$ cat src/rtl/coriolis_fpmul_share_arb_if.sv
// Requester-side bus of the shared FP multiplier arbiter: operand pairs in, products out.
// Lane i of every packed vector belongs to requester i.
interface coriolis_fpmul_share_arb_if #(
    parameter int STREAMW = 34,
    parameter int NREQ    = 2
);
    logic [NREQ-1:0]         req_valid;
    logic [NREQ-1:0]         req_ready;
    logic [NREQ*STREAMW-1:0] req_x;
    logic [NREQ*STREAMW-1:0] req_y;
    logic [NREQ-1:0]         res_valid;
    logic [NREQ-1:0]         res_ready;
    logic [NREQ*STREAMW-1:0] res_data;

    modport master (
        output req_valid, req_x, req_y, res_ready,
        input  req_ready, res_valid, res_data
    );

    modport slave (
        input  req_valid, req_x, req_y, res_ready,
        output req_ready, res_valid, res_data
    );
endinterface

$ cat src/rtl/coriolis_fpmul_share_arb.sv
// Round-robin sharing of one pipelined FloPoCo multiplier between NREQ requesters.
// Tags ride alongside the multiplier pipe; one result buffer per requester back-pressures via mul_stall.
module coriolis_fpmul_share_arb #(
    parameter int STREAMW = 34,
    parameter int NREQ    = 2,
    parameter int MUL_LAT = 3,
    parameter int TAGW    = (NREQ > 1) ? $clog2(NREQ) : 1
) (
    input  logic                      clk,
    input  logic                      rst,
    coriolis_fpmul_share_arb_if.slave bus,
    output logic [STREAMW-1:0]        mul_x,
    output logic [STREAMW-1:0]        mul_y,
    output logic                      mul_stall,
    input  logic [STREAMW-1:0]        mul_r,
    output logic                      busy
);

    logic [MUL_LAT-1:0]                tag_v_q, tag_v_d;
    logic [MUL_LAT-1:0][TAGW-1:0]      tag_q, tag_d;
    logic [NREQ-1:0]                   res_valid_q, res_valid_d;
    logic [NREQ-1:0][STREAMW-1:0]      res_data_q, res_data_d;
    logic [TAGW-1:0]                   ptr_q, ptr_d;

    logic                              tail_v;
    logic [TAGW-1:0]                   tail_tag;
    logic                              stall;
    logic                              grant_found;
    logic [TAGW-1:0]                   grant_idx;
    logic                              issue;

    // Stall only when the tail product has nowhere to go this cycle.
    always_comb begin
        tail_v   = tag_v_q[MUL_LAT-1];
        tail_tag = tag_q[MUL_LAT-1];
        stall    = 1'b0;
        if (!rst && tail_v) begin
            stall = res_valid_q[tail_tag] & ~bus.res_ready[tail_tag];
        end else begin
            stall = 1'b0;
        end
    end

    // Cyclic search from the RR pointer; operand mux follows the grant.
    always_comb begin
        grant_found   = 1'b0;
        grant_idx     = ptr_q;
        bus.req_ready = '0;
        for (int k = 0; k < NREQ; k++) begin
            if (!grant_found && bus.req_valid[(int'(ptr_q) + k) % NREQ]) begin
                grant_found = 1'b1;
                grant_idx   = TAGW'((int'(ptr_q) + k) % NREQ);
            end else begin
                grant_idx   = grant_idx;
            end
        end
        issue = grant_found & ~stall & ~rst;
        if (issue) begin
            bus.req_ready[grant_idx] = 1'b1;
        end else begin
            bus.req_ready = '0;
        end
        mul_x = bus.req_x[int'(grant_idx)*STREAMW +: STREAMW];
        mul_y = bus.req_y[int'(grant_idx)*STREAMW +: STREAMW];
    end

    // Next state: tag pipe shift, result buffer load/drain, pointer advance.
    always_comb begin
        tag_v_d     = tag_v_q;
        tag_d       = tag_q;
        res_valid_d = res_valid_q;
        res_data_d  = res_data_q;
        if (!stall) begin
            tag_v_d[0] = issue;
            tag_d[0]   = grant_idx;
            for (int s = 1; s < MUL_LAT; s++) begin
                tag_v_d[s] = tag_v_q[s-1];
                tag_d[s]   = tag_q[s-1];
            end
        end else begin
            tag_v_d = tag_v_q;
        end
        // A load in the same cycle as a drain overrides the drain.
        for (int i = 0; i < NREQ; i++) begin
            res_valid_d[i] = res_valid_q[i] & ~bus.res_ready[i];
            if (tail_v && !stall && (tail_tag == TAGW'(i))) begin
                res_valid_d[i] = 1'b1;
                res_data_d[i]  = mul_r;
            end else begin
                res_data_d[i]  = res_data_q[i];
            end
        end
        if (issue) begin
            ptr_d = TAGW'((int'(grant_idx) + 1) % NREQ);
        end else begin
            ptr_d = ptr_q;
        end
    end

    // State registers with synchronous reset; in-flight tags are dropped.
    always_ff @(posedge clk) begin
        if (rst) begin
            tag_v_q     <= '0;
            tag_q       <= '0;
            res_valid_q <= '0;
            res_data_q  <= '0;
            ptr_q       <= '0;
        end else begin
            tag_v_q     <= tag_v_d;
            tag_q       <= tag_d;
            res_valid_q <= res_valid_d;
            res_data_q  <= res_data_d;
            ptr_q       <= ptr_d;
        end
    end

    assign mul_stall     = stall;
    assign bus.res_valid = res_valid_q;
    assign bus.res_data  = res_data_q;
    assign busy          = (|tag_v_q) | (|res_valid_q);

endmodule
$ cat src/flat_wrapper.sv
// flat-port wrapper written by rule: the top's interface ports become plain ports
module coriolis_fpmul_share_arb_flat 
#(
    parameter int STREAMW = 34,
    parameter int NREQ    = 2,
    parameter int MUL_LAT = 3,
    parameter int TAGW    = (NREQ > 1) ? $clog2(NREQ) : 1
)
  (clk, rst, mul_x, mul_y, mul_stall, mul_r, busy, bus_req_valid, bus_req_x, bus_req_y, bus_res_ready, bus_req_ready, bus_res_valid, bus_res_data);
  coriolis_fpmul_share_arb_if #(.STREAMW(STREAMW), .NREQ(NREQ)) bus_i ();
  input  logic clk;
  input  logic rst;
  output logic [STREAMW-1:0] mul_x;
  output logic [STREAMW-1:0] mul_y;
  output logic mul_stall;
  input  logic [STREAMW-1:0] mul_r;
  output logic busy;
  input wire logic [$bits(bus_i.req_valid)-1:0] bus_req_valid;
  input wire logic [$bits(bus_i.req_x)-1:0] bus_req_x;
  input wire logic [$bits(bus_i.req_y)-1:0] bus_req_y;
  input wire logic [$bits(bus_i.res_ready)-1:0] bus_res_ready;
  output wire logic [$bits(bus_i.req_ready)-1:0] bus_req_ready;
  output wire logic [$bits(bus_i.res_valid)-1:0] bus_res_valid;
  output wire logic [$bits(bus_i.res_data)-1:0] bus_res_data;
  assign bus_i.req_valid = bus_req_valid;
  assign bus_i.req_x = bus_req_x;
  assign bus_i.req_y = bus_req_y;
  assign bus_i.res_ready = bus_res_ready;
  assign bus_req_ready = bus_i.req_ready;
  assign bus_res_valid = bus_i.res_valid;
  assign bus_res_data = bus_i.res_data;
  coriolis_fpmul_share_arb #(.STREAMW(STREAMW), .NREQ(NREQ), .MUL_LAT(MUL_LAT), .TAGW(TAGW)) u_core (.clk(clk), .rst(rst), .bus(bus_i), .mul_x(mul_x), .mul_y(mul_y), .mul_stall(mul_stall), .mul_r(mul_r), .busy(busy));
endmodule
$ cat config.mk
export PLATFORM = sky130hd
export DESIGN_NAME = coriolis_fpmul_share_arb_flat
export DESIGN_NICKNAME = d
export VERILOG_FILES = /design/src/rtl/coriolis_fpmul_share_arb_if.sv /design/src/rtl/coriolis_fpmul_share_arb.sv /design/src/flat_wrapper.sv
export SDC_FILE = /design/constraint.sdc
export NUM_CORES = 1
export LEC_CHECK = 0
export ABC_AREA = 1
export CAP_MARGIN = 20
export CORE_ASPECT_RATIO = 0.5
export CORE_MARGIN = 2
export CORE_UTILIZATION = 32
export DETAILED_ROUTE_END_ITERATION = 6
export MAX_ROUTING_LAYER = met4
export PLACE_DENSITY_LB_ADDON = 0.1
export SYNTH_ARGS = -nofsm -noshare
export SYNTH_HDL_FRONTEND = slang
export SYNTH_SLANG_ARGS = --single-unit
$ cat constraint.sdc
create_clock -name clk -period 1.25 [get_ports clk]
set_input_delay 0.3125 -clock clk [delete_from_list [all_inputs] [get_ports clk]]
set_output_delay 0.3125 -clock clk [all_outputs]
set_load 0.02 [all_outputs]
==> results.py <==
metrics = {
    "synthesis": {
        "synth_cell_types": 21,
        "synth.net_count": 958,
        "yosysWarnings": 0,
        "syn_inst": 782,
        "syn_avg_cell_area_um2": 5.60,
        "yosysSeqAreaShare_pct": 35.2,
        "synth.ff_latch_count": 77,
        "syn_area_um2": 4380,
    },
    "placement": {
        "gp_congestion": 0.848,
        "portBuffers": 317,
        "hpwl_um": 13600,
        "dp_cells": 1259,
    },
    "sta": {
        "skew_ns": 0.00696,
        "setup_viol": 150,
        "post-route-period-util_pct": 153,
        "fin_ws_ns": -0.665,
        "slew_headroom_pct": 73.7,
        "fin_hold_ws_ns": 0.517,
        "tightest_slew_ns": 0.395,
        "finalMaxSlewViolations": 0,
        "timing.fmax_ghz": 0.522,
        "finalHoldViolations": 0,
        "period_needed_ns": 1.91,
        "rsz0062_at_grt": "true",
    },
    "grt": {
        "grt_max_degree": 74,
        "grt_usage_pct": 32.7,
        "grtUsageMet3_pct": 6.12,
        "grt_pass1_vias": 6171,
        "grt-ovfl-total": 0,
        "antenna_found_initial": 0,
        "met2_usage_pct": 58.1,
        "globalRouteMet1Util_pct": 37.8,
        "grt_pass1_wl_um": 35300,
        "grt.busiest_layer": "met2",
    },
    "run_status": {
        "violations": "setup timing",
        "run_status": "finished, violations left",
    },
    "critical_path": {
        "cpPeakStageDelay_ns": 0.36,
        "cp-start-kind": "flip-flop",
        "crit_family": "buffers and inverters",
        "path_class": "flip-flop to output pin",
        "path_cells": "nand2_2 -> nand2_2 -> o21ai_4 -> clkinv_4 -> buf_12 -> clkbuf_16 -> nand2_2 -> nand2_2 -> buf_6",
        "crit_fanout": 7,
        "ff2ff_setup_slack_ns": -0.35,
        "worstPathArrival_ns": 1.60,
        "critPathCaptureType": "output pin",
        "cp_num_buf_inv": 4,
        "crit_required_ns": 0.94,
        "cpMostUsedCell": "nand2_2",
        "crit_path_top_delay_cell": "dfxtp_4",
    },
    "clock_tree": {
        "clk_pin_slew_ns": 0.06,
        "tritoncts": "yes",
        "cts_sinks": 77,
        "cts_root_buffer": "clkbuf_16",
        "numCtsBuffers": 9,
        "clk_latency_ns": 0.34,
        "cts_hold_buf": 0,
        "htreeDepth": 3,
        "cts_buffer_depth": 2,
    },
    "finish": {
        "stdcell_count": 1349,
        "nNetsFinal": 1343,
        "drive_gt1_share_pct": 52.0,
        "syn_to_final_growth_pct": 147,
    },
    "route": {
        "detail_route.vias_per_cell": 4.74,
        "ant_nets": 0,
        "routedWlPerCell_um": 19.1,
        "drc": 0,
        "wl_um": 25700,
        "vias": 6396,
        "first_pass_iters": 6,
        "drt-initial-drc-count": 373,
    },
    "job": {
        "drv_cap": 0,
    },
    "power": {
        "ir_drop_v": 0.000896,
        "p_total_mw": 9.20,
        "powerDensity_nw_per_um2": 849,
        "power.leakage_nw": 5.38,
    },
    "die": {
        "rows": 30,
        "dieWidth_um": 169,
        "pin_count": 318,
        "die-height_um": 86.7,
        "design.core.area_um2": 13500,
        "initial_utilization_pct": 32.5,
        "dieArea_um2": 14700,
    },
    "min_path": {
        "hp-class": "flip-flop to flip-flop",
    },
}
layout by cell type (no fill, tap or decap), types with 5 or more instances in the layout:
cell type and count:
clkdlybuf4s50_1 170, nand2_2 141, inv_1 111, nand2_1 108, nand2_4 105, buf_6 95
dfxtp_1 72, buf_2 67, nor2_1 60, inv_2 36, nand4_1 34, nor2_2 29
buf_12 25, buf_4 23, buf_16 20, nor2_4 17, clkbuf_16 14, buf_8 7
dlygate4sd2_1 5
metal layers:
layer	routed length (um)	vias to the layer above	part of all wire (%)
met5	0	-	0
met4	669	0	2.6
met3	1680	64	6.5
met2	13500	252	53
met1	9850	3032	38
li1	-	3048	-
report_power, final:
| group | internal, mW | switching, mW | total, mW | leakage (nW) |
|---|---|---|---|---|
| sequential | 2.53 | 0.0480 | 2.58 | 0.628 |
| combinational | 1.82 | 1.74 | 3.55 | 4.58 |
| clock | 2.00 | 1.06 | 3.07 | 0.167 |
| total | 6.35 | 2.85 | 9.20 | 5.38 |
synth_stat cells, drive strengths merged:
master	n	area (um^2)
a21oi	1	5.00
buf	19	115
clkbuf	25	93.8
dfxtp	77	1540
inv	150	563
nand2	355	1330
nand3	5	50.0
nand4	34	213
nor2	106	400
nor3	1	5.00
o211ai	1	12.5
o21ai	5	28.8
o22ai	2	12.5
or2	1	6.26
sequential cells by signal (all words and copies together) (netlist names):
register	flops
u_core.tail_tag	1
u_core.tag_v_q	3
u_core.tag_q	2
u_core.ptr_q	1
u_core.bus.res_data	68
u_core.bus.res_valid	2
path summary, 6_finish.rpt:
kind                                                         start                                   end  cells past startpoint
worst max-delay path                     u_core.ptr_q$_SDFFE_PP0P_                             mul_y[13]                      9
worst min-delay path                  u_core.tag_q[1]$_SDFFE_PP0N_          u_core.tag_q[1]$_SDFFE_PP0N_                      2
worst max register to register  u_core.bus.res_valid[0]$_SDFF_PP0_  u_core.bus.res_data[24]$_SDFFE_PP0P_                     10
worst min register to register        u_core.tag_q[1]$_SDFFE_PP0N_          u_core.tag_q[1]$_SDFFE_PP0N_                      2
cell families after synthesis:
| kind of cell | count (synthesis) | share of synthesized area, % |
|---|---|---|
| simple gates | 502 | 45.8 |
| flops | 77 | 35.2 |
| compound gates | 9 | 1.34 |
| buf+inv | 194 | 17.6 |
through the flow:
step                      TNS [ns]  area [um^2]  utilization [%]  setup slack (ns)
after global routing        -70.59        10800             80.4            -0.728
after detailed placement   -146.70         8150             60.5             -1.29
after global placement     -145.58         8150             60.5             -1.27
final                       -64.10        10800             80.4            -0.665
after floorplan              -2.46         4770                -           -0.0394
after CTS                   -60.45        10200             75.5            -0.668
tightest hold or removal path: cells and delay by family, from the launching register on:
kind                   cells  cell delay, ns
flip-flops                 1            0.31
buffers and inverters      1            0.10
AO/OA/AOI/OAI              1            0.06
layout make-up:
class | instances | area (um^2)
Fill cell | 875 | 2640
Timing Repair Buffer | 418 | 4640
Antenna cell | 1 | 2.50
Multi-Input combinational cell | 511 | 3500
Clock inverter | 4 | 95.1
Clock buffer | 12 | 246
Inverter | 150 | 573
Tap cell | 176 | 220
Sequential cell | 77 | 1560
what timing repair did:
action	4_1_cts	5_1_grt
cloned	29	5
pin swaps	61	69
setup buffers	47	15
setup endpoints to repair	218	166
gates resized for setup	900	281
Note: power is estimated with default switching activity, not from simulation.
